File: config.mk
export PLATFORM = sky130hd
export DESIGN_NAME = fft_frame_loader
export DESIGN_NICKNAME = d
export VERILOG_FILES = /design/src/rtl/fft_pkg.sv /design/src/rtl/fft_bitrev.sv /design/src/rtl/fft_frame_loader.sv
export SDC_FILE = /design/constraint.sdc
export NUM_CORES = 1
export LEC_CHECK = 0
export CAP_MARGIN = 30
export CORE_ASPECT_RATIO = 2
export CORE_MARGIN = 2
export CORE_UTILIZATION = 29
export CTS_BUF_LIST = sky130_fd_sc_hd__clkbuf_8 sky130_fd_sc_hd__clkbuf_16
export DETAILED_ROUTE_END_ITERATION = 16
export PLACE_DENSITY = 0.5
export SLEW_MARGIN = 20
export SYNTH_ARGS = -nofsm -noshare
export SYNTH_HDL_FRONTEND = slang
export SYNTH_SLANG_ARGS = --single-unit
File: constraint.sdc
create_clock -name i_clk -period 2.9 [get_ports i_clk]
set_input_delay 0.435 -clock i_clk [delete_from_list [all_inputs] [get_ports i_clk]]
set_output_delay 0.435 -clock i_clk [all_outputs]
set_load 0.02 [all_outputs]
File: src/rtl/fft_pkg.sv
// Shared types for the FFT frame loader: FSM state encoding, address width helper, frame counter width.
package fft_pkg;

  typedef enum logic [2:0] {
    IDLE,
    DELAY,
    LOAD,
    WAIT_FFT,
    GAP
  } state_t;

  localparam int FRAME_CNT_W = 8;

  function automatic int ADDR_W(input int n);
    return $clog2(n);
  endfunction

endpackage

File: src/rtl/fft_bitrev.sv
// Bit-reversal of a W-bit index; purely combinational, zero latency, no flow control.
module fft_bitrev #(
  parameter int W = 3
) (
  input  logic [W-1:0] i_in,
  output logic [W-1:0] o_out
);

  for (genvar b = 0; b < W; b++) begin : g_rev
    assign o_out[b] = i_in[W-1-b];
  end

endmodule

File: src/rtl/fft_frame_loader.sv
// Collects N samples per frame into the FFT input RAM (write strobe 1 cycle after accept), waits for fft_finish.
// Source is stalled outside LOAD; optional BITREV_ADDR_EN writes samples at bit-reversed addresses.
module fft_frame_loader
  import fft_pkg::*;
#(
  parameter int N           = 8,
  parameter int MSB         = 16,
  parameter int START_DELAY = 4,
  parameter int FRAME_GAP   = 16,
  parameter int FFT_TIMEOUT = 4096
) (
  input  logic                       i_clk,
  input  logic                       i_rst,
  input  logic                       i_start,
  input  logic                       i_continuous,
  input  logic                       i_stop,
  input  logic [MSB-1:0]             i_sample_in,
  input  logic                       i_sample_valid,
  output logic                       o_sample_ready,
  output logic [MSB-1:0]             o_data_out,
  output logic [ADDR_W(N)-1:0]       o_addr,
  output logic                       o_insert_data,
  input  logic                       i_fft_finish,
  output logic                       o_frame_done,
  output logic                       o_busy,
  output logic [FRAME_CNT_W-1:0]     o_frame_count,
  output logic                       o_timeout_err
);

  localparam int AW    = ADDR_W(N);
  localparam int DLY_W = $clog2(START_DELAY + 2);
  localparam int GAP_W = $clog2(FRAME_GAP + 2);
  localparam int TMO_W = $clog2(FFT_TIMEOUT + 1);

  state_t                 r_state;
  state_t                 w_next;
  logic [AW-1:0]          r_idx;
  logic [DLY_W-1:0]       r_dly_cnt;
  logic [GAP_W-1:0]       r_gap_cnt;
  logic [TMO_W-1:0]       r_tmo_cnt;
  logic                   r_cont;
  logic                   r_stop_pend;
  logic                   r_ins;
  logic [MSB-1:0]         r_dat;
  logic [AW-1:0]          r_addr;
  logic [FRAME_CNT_W-1:0] r_frame_cnt;
  logic                   r_tmo_err;

  logic                   w_accept;
  logic                   w_last;
  logic                   w_dly_done;
  logic                   w_gap_done;
  logic                   w_tmo_hit;
  logic                   w_rearm;
  logic [AW-1:0]          w_addr_map;

  assign w_accept   = (r_state == LOAD) && i_sample_valid;
  assign w_last     = w_accept && (r_idx == AW'(N - 1));
  assign w_dly_done = (r_dly_cnt == DLY_W'(START_DELAY - 1));
  assign w_gap_done = (r_gap_cnt == GAP_W'(FRAME_GAP - 1));
  assign w_tmo_hit  = (r_tmo_cnt == TMO_W'(FFT_TIMEOUT - 1));
  // A stop arriving in the very cycle fft_finish lands must also end the stream.
  assign w_rearm    = r_cont && !(r_stop_pend || i_stop);

`ifdef BITREV_ADDR_EN
  fft_bitrev #(.W(AW)) u_bitrev (
    .i_in  (r_idx),
    .o_out (w_addr_map)
  );
`else
  assign w_addr_map = r_idx;
`endif

  always_ff @(posedge i_clk) begin
    if (i_rst) r_state <= IDLE;
    else       r_state <= w_next;
  end

  always_comb begin
    w_next = r_state;
    case (r_state)
      IDLE:     if (i_start) w_next = (START_DELAY == 0) ? LOAD : DELAY;
      DELAY:    if (w_dly_done) w_next = LOAD;
      LOAD:     if (w_last) w_next = WAIT_FFT;
      WAIT_FFT: begin
        if (i_fft_finish)   w_next = w_rearm ? ((FRAME_GAP == 0) ? LOAD : GAP) : IDLE;
        else if (w_tmo_hit) w_next = IDLE;
      end
      GAP: begin
        if (i_stop)          w_next = IDLE;
        else if (w_gap_done) w_next = LOAD;
      end
      default:  w_next = IDLE;
    endcase
  end

  always_comb begin
    o_sample_ready = (r_state == LOAD);
    o_busy         = (r_state != IDLE);
    o_frame_done   = (r_state == WAIT_FFT) && i_fft_finish;
    o_insert_data  = r_ins;
    o_data_out     = r_dat;
    o_addr         = r_addr;
    o_frame_count  = r_frame_cnt;
    o_timeout_err  = r_tmo_err;
  end

  always_ff @(posedge i_clk) begin
    if (i_rst) begin
      r_idx       <= '0;
      r_dly_cnt   <= '0;
      r_gap_cnt   <= '0;
      r_tmo_cnt   <= '0;
      r_cont      <= 1'b0;
      r_stop_pend <= 1'b0;
      r_ins       <= 1'b0;
      r_dat       <= '0;
      r_addr      <= '0;
      r_frame_cnt <= '0;
      r_tmo_err   <= 1'b0;
    end else begin
      r_ins <= w_accept;
      if (w_accept) begin
        r_dat  <= i_sample_in;
        r_addr <= w_addr_map;
        r_idx  <= w_last ? '0 : r_idx + AW'(1);
      end

      // Counters sit at zero outside their state, so each restarts on entry.
      r_dly_cnt <= (r_state == DELAY)    ? r_dly_cnt + DLY_W'(1) : '0;
      r_gap_cnt <= (r_state == GAP)      ? r_gap_cnt + GAP_W'(1) : '0;
      r_tmo_cnt <= (r_state == WAIT_FFT) ? r_tmo_cnt + TMO_W'(1) : '0;

      if (r_state == IDLE && i_start) r_cont <= i_continuous;

      if (r_state != IDLE && w_next == IDLE)
        r_stop_pend <= 1'b0;
      else if (i_stop && (r_state == DELAY || r_state == LOAD || r_state == WAIT_FFT))
        r_stop_pend <= 1'b1;

      if (r_state == IDLE && i_start)
        r_tmo_err <= 1'b0;
      else if (r_state == WAIT_FFT && !i_fft_finish && w_tmo_hit)
        r_tmo_err <= 1'b1;

      if (r_state == WAIT_FFT && i_fft_finish) r_frame_cnt <= r_frame_cnt + FRAME_CNT_W'(1);
    end
  end

endmodule
# [After elaboration in Yosys (flattened, before gate mapping)]
# Cells that the tools add are included.
[word_totals] regBits=58 output_inout_bits=32
[classes] add_sub_neg=5 eq_ne=8 mux=10 n_bitwise=3 reduce_logical=22
[op_table] cell="3-bit 2-to-1 mux" count=9
[op_table] cell="3-bit one-hot mux with 5 select lines" count=1
[op_table] cell="13-bit by 1-bit adder with 13-bit output (second input constant)" count=1
[op_table] cell="13-bit by 12-bit == test with 1-bit output (second input constant)" count=1
[op_table] cell="2-bit OR reduction" count=5
[op_table] cell="3-bit by 2-bit == test with 1-bit output (second input constant)" count=3
[op_table] cell="1-bit logical AND" count=9
[op_table] cell="8-bit by 1-bit adder with 8-bit output (second input constant)" count=1
[op_table] cell="3-bit by 1-bit adder with 3-bit output (second input constant)" count=2
[op_table] cell="3-bit == test (second input constant)" count=2
[op_table] cell="3-bit zero test" count=2
[op_table] cell="5-bit by 1-bit adder with 5-bit output (second input constant)" count=1
[op_table] cell="5-bit by 4-bit == test with 1-bit output (second input constant)" count=1
[op_table] cell="3-bit by 1-bit == test with 1-bit output (second input constant)" count=1
[op_table] cell="1-bit logical OR" count=3
[op_table] cell="1-bit NOT" count=3
[op_table] cell="3-bit nonzero test" count=1
[op_table] cell="1-bit zero test" count=2

# [Logic depth before layout (Yosys ltp)]
[logic_depth] ltp_word=9 ltp_mapped=7

# [Least setup slack after synthesis]
# No wires, ideal clock.
[synth_path] kind="register to register" from="reg r_gap_cnt[0]" to="reg r_stop_pend" setup_time_ns=0.119 t_arrival_ns=1.564 required_time_ns=2.781 path_slack_ns=1.217 stages_incl_launch_ff=8 cell_sequence="dfxtp_1 ha_1 and3_1 ha_1 and4bb_2 a31oi_1 o221ai_2 o221a_1"
[synth_via] elab_chain_len=7
[synth_rtl] element="start, declared" line_no="fft_frame_loader.sv:39" source="logic [GAP_W-1:0] r_gap_cnt;"
[synth_rtl] element="start signal, assigned" line_no="fft_frame_loader.sv:131" source="r_gap_cnt <= (r_state == GAP) ? r_gap_cnt + GAP_W'(1) : '0;"
[synth_rtl] element="5-bit by 4-bit == test with 1-bit output" line_no="fft_frame_loader.sv:60" source="assign w_gap_done = (r_gap_cnt == GAP_W'(FRAME_GAP - 1));"
[synth_rtl] element="3-bit 2-to-1 mux" line_no="fft_frame_loader.sv:91" source="else if (w_gap_done) w_next = LOAD;"
[synth_rtl] element="3-bit 2-to-1 mux" line_no="fft_frame_loader.sv:90" source="if (i_stop) w_next = IDLE;"
[synth_rtl] element="3-bit one-hot mux with 5 select lines" line_no="fft_frame_loader.sv:81" source="case (r_state)"
[synth_rtl] element="3-bit zero test" line_no="fft_frame_loader.sv:136" source="if (r_state != IDLE && w_next == IDLE)"
[synth_rtl] element="1-bit logical AND" line_no="fft_frame_loader.sv:136"
[synth_rtl] element="2-bit OR reduction (no source line)"
[synth_rtl] element="end signal, assigned" line_no="fft_frame_loader.sv:115" source="r_stop_pend <= 1'b0;"
[synth_rtl] element="end signal, assigned" line_no="fft_frame_loader.sv:137" source="r_stop_pend <= 1'b0;"
[synth_rtl] element="end signal, assigned" line_no="fft_frame_loader.sv:139" source="r_stop_pend <= 1'b1;"
[synth_rtl] element="end, declared" line_no="fft_frame_loader.sv:42" source="logic r_stop_pend;"
# No other way between the ends.
# A chain may end at the register's enable or synchronous reset.

# [Final worst setup path]
[layout_path] from="in i_fft_finish" to="out o_frame_done"
[layout_via] elab_chain_len=1
[layout_rtl] element="start, declared" line_no="fft_frame_loader.sv:23" source="input logic i_fft_finish,"
[layout_rtl] element="1-bit logical AND" line_no="fft_frame_loader.sv:100" source="o_frame_done = (r_state == WAIT_FFT) && i_fft_finish;"
[layout_rtl] element="end, declared" line_no="fft_frame_loader.sv:24" source="output logic o_frame_done,"
# No other way between the ends.

==> run summary <==
Antenna-violating nets left: 0
Crit path DAT: 1.98 ns
Setup TNS: 0 ns
Post-CTS sizing: 0
Worst-margin pin slew: 0.492 ns
Yosys top cell area share: 48.6%
Worst path slowest cell: clkdlybuf4s50_1
DIE AREA: 9030 um2
Post-DP HPWL: 3.88 mm
Antenna cells: 0
Maximum VDD drop: 0.332 mV
Mapped Area: 2390 um2
Crit path launch type: input pin
Total CTS buffers: 9
Core ar.: 7940 um2
Placed Cells: 409
Commonest non-fill, non-tap cell in the layout: dfxtp_1
Flop-to-flop setup slack: 1.08 ns
Largest cells by area after synthesis: dfxtp_1 49%, nand2_1 8.3%, a21oi_1 5.2%
Util after Layout: 41.1%
Fmax achieved: 414 MHz
Crit path capture: o_frame_done
Worst R2R Start: r_state[1]
CP Buf/Inv Count: 3
Die Height: 132 um
Final Critical Period: 2.42 ns
Data required time of the worst path: 2.47 ns
Avg WL per Cell: 12.8 um
Share of cells above drive strength 1: 7.93%
Fin. max-slew vios: 0
Unrepaired setup endpoints after global routing: false
Top Ports: 55
Drt total wl: 5.45 mm
Worst-Skew Late Latency: 0.33 ns
Setup violators final: 0
Yosys top cell by area: dfxtp_1
Hold_buf cts: 0
Syn Inst Count: 269
Clock Pin Slew Worst Setup and Hold Paths: 0.05 ns
Hold WS: 0.430 ns
Critical path fanouts, max: 7
Final Non-Filler Cells: 424
# rows: 46
Final WS setup: 0.484 ns
CTS tree: done
Crit Path Category: input pin to output port
Reg2Reg Depth: 4
Hold Vio Cnt, Final: 0
Period utilisation layout: 83.3%
Area delta synth->final: 36.7%
Yosys warning count: 0
CP peak stage delay: 0.63 ns
Outcome: complete, no violations
Post-CTS Setup Bufs: 0
Port-buffer cells: 54
Synth unique cells: 42
Worst hold path class: flip-flop to flip-flop
Die Wd: 68.2 um
Most used DFF post-synth: dfxtp_1
Maximum clock path buffer count: 2
Post-Syn Area per Cell: 8.88 um2
Vias per Instance: 4.74
Reg2reg end: r_idx[0]
Clk_skew: 0.00256 ns
Seq/Total Area, Yosys: 48.6%
Lkg Pwr: 1.18 nW
Number of global-route vias before repair: 1964
Drt pass-1 iters: 4
Global Route Usage Sum: 13.7%
Top Family by Delay on Critical Path: buffers and inverters
Starting DRT DRC Count: 57
Setup crit start: i_fft_finish
Largest net degree at the start of global routing: 37
Layout net count: 355
Power Density: 559 nW/um2
Residual DRC: 0
Top cell by count, worst path: clkdlybuf4s50_1
Register bit total from synthesis: 58
Design Area, Final: 3270 um2
Placer Congestion: 0.743
Clock sink count: 58
Total power draw: 1.83 mW
Via count: 2011
Root Driver: clkbuf_16
FFs w/ async S/R, synth: 0%
Place WS: 0.479 ns
GR Overflow Total: 0
Fillers: 822
Crit path depth: 4
Maxcap violations: 0
Post-Syn Nets: 300
Most frequent cells in the layout: 58 x dfxtp_1, 54 x clkdlybuf4s50_1, 53 x nand2_1, 32 x nor2_1, 25 x a21oi_1
Slew HR: 67.1%
Initial antenna violation count: 0
First-pass GRT wire length: 9.09 mm
Starting density of the core: 30.1%
Worst Setup End Kind: output port
Placed inst area: 3000 um2
EDFF count, synth: 0
CTS H-tree depth: 3
Worst path cell trace: clkdlybuf4s50_1 > nand4b_4 > inv_2 > clkdlybuf4s50_1
[metal layers]
layer  global-route usage [%]  routed length, um  part of all wire, %  up-vias
met4                     10.6                204                  3.7        0
li1                         -                  -                    -     1016
met2                     22.5               2870                   53       45
met1                     14.2               2140                   39      937
met3                     3.07                237                  4.4       13
met5                        0                  0                    0        -
[state kept, by name, summed over array words and instances, names as in the netlist, 3 cells and up]
register,count
o_data_out,16
r_tmo_cnt,13
o_frame_count,8
r_gap_cnt,5
o_addr,3
r_dly_cnt,3
r_idx,3
r_state,3
[synth_stat cells (2+ instances only)]
cell type and count:
clkbuf_1 5, nor2_1 32, or3_1 2, buf_2 2, o21ai_0 3, nor3b_1 2
nand4_1 6, and3_1 5, nand3_1 5, nand2_1 53, xor2_1 8, ha_1 8
dfxtp_1 58, buf_4 3, xnor2_1 11, a31oi_1 2, nor3_1 8, inv_1 8
a21oi_1 25
[final cells by class]
type | instances | area, um2 | share of cell area [%]
clock buffer | 11 | 253 | 7.74
clock inverter | 4 | 18.8 | 0.574
inverter | 9 | 33.8 | 1.03
multi-input combinational | 191 | 1130 | 34.7
sequential | 58 | 1160 | 35.5
tap | 96 | 120 | 3.68
timing repair buffer | 55 | 548 | 16.8
[kinds of logic (layout without fill, tap and decap cells)]
group | after synthesis | count (layout) | synth area share (%)
compound gates | 37 | 37 | 9.48
xor+xnor | 19 | 19 | 6.96
fa+ha+maj | 8 | 8 | 4.19
mux | 1 | 1 | 0.419
buf+inv | 20 | 79 | 4.03
simple gates | 126 | 126 | 26.3
flops | 58 | 58 | 48.6
[report_power, final]
| part | switching, mW | total, mW | internal [mW] |
|---|---|---|---|
| sequential | 0.00636 | 0.810 | 0.803 |
| clock | 0.345 | 0.955 | 0.609 |
| combinational | 0.0256 | 0.0624 | 0.0368 |
[worst reg2reg max path, stage by stage (launching register included)]
cell	delay (ns)
dfxtp_1	0.54
nor3b_4	0.33
nand2_2	0.35
or3_1	0.42
a21oi_1	0.12
[worst min-delay path by stage]
stage / slack (ns) / startpoint / depth (start not counted) / end
final: 0.43 / r_dly_cnt[0] / 1 / r_dly_cnt[0]
after global routing: 0.46 / r_dly_cnt[0] / 1 / r_dly_cnt[0]
after CTS: 0.43 / r_dly_cnt[0] / 1 / r_dly_cnt[0]
after detailed placement: 0.43 / r_dly_cnt[0] / 1 / r_dly_cnt[0]
after global placement: 0.41 / r_dly_cnt[0] / 1 / r_dly_cnt[0]
after floorplan: 0.40 / r_dly_cnt[0] / 1 / r_dly_cnt[0]
Note: power is estimated with default switching activity, not from simulation.
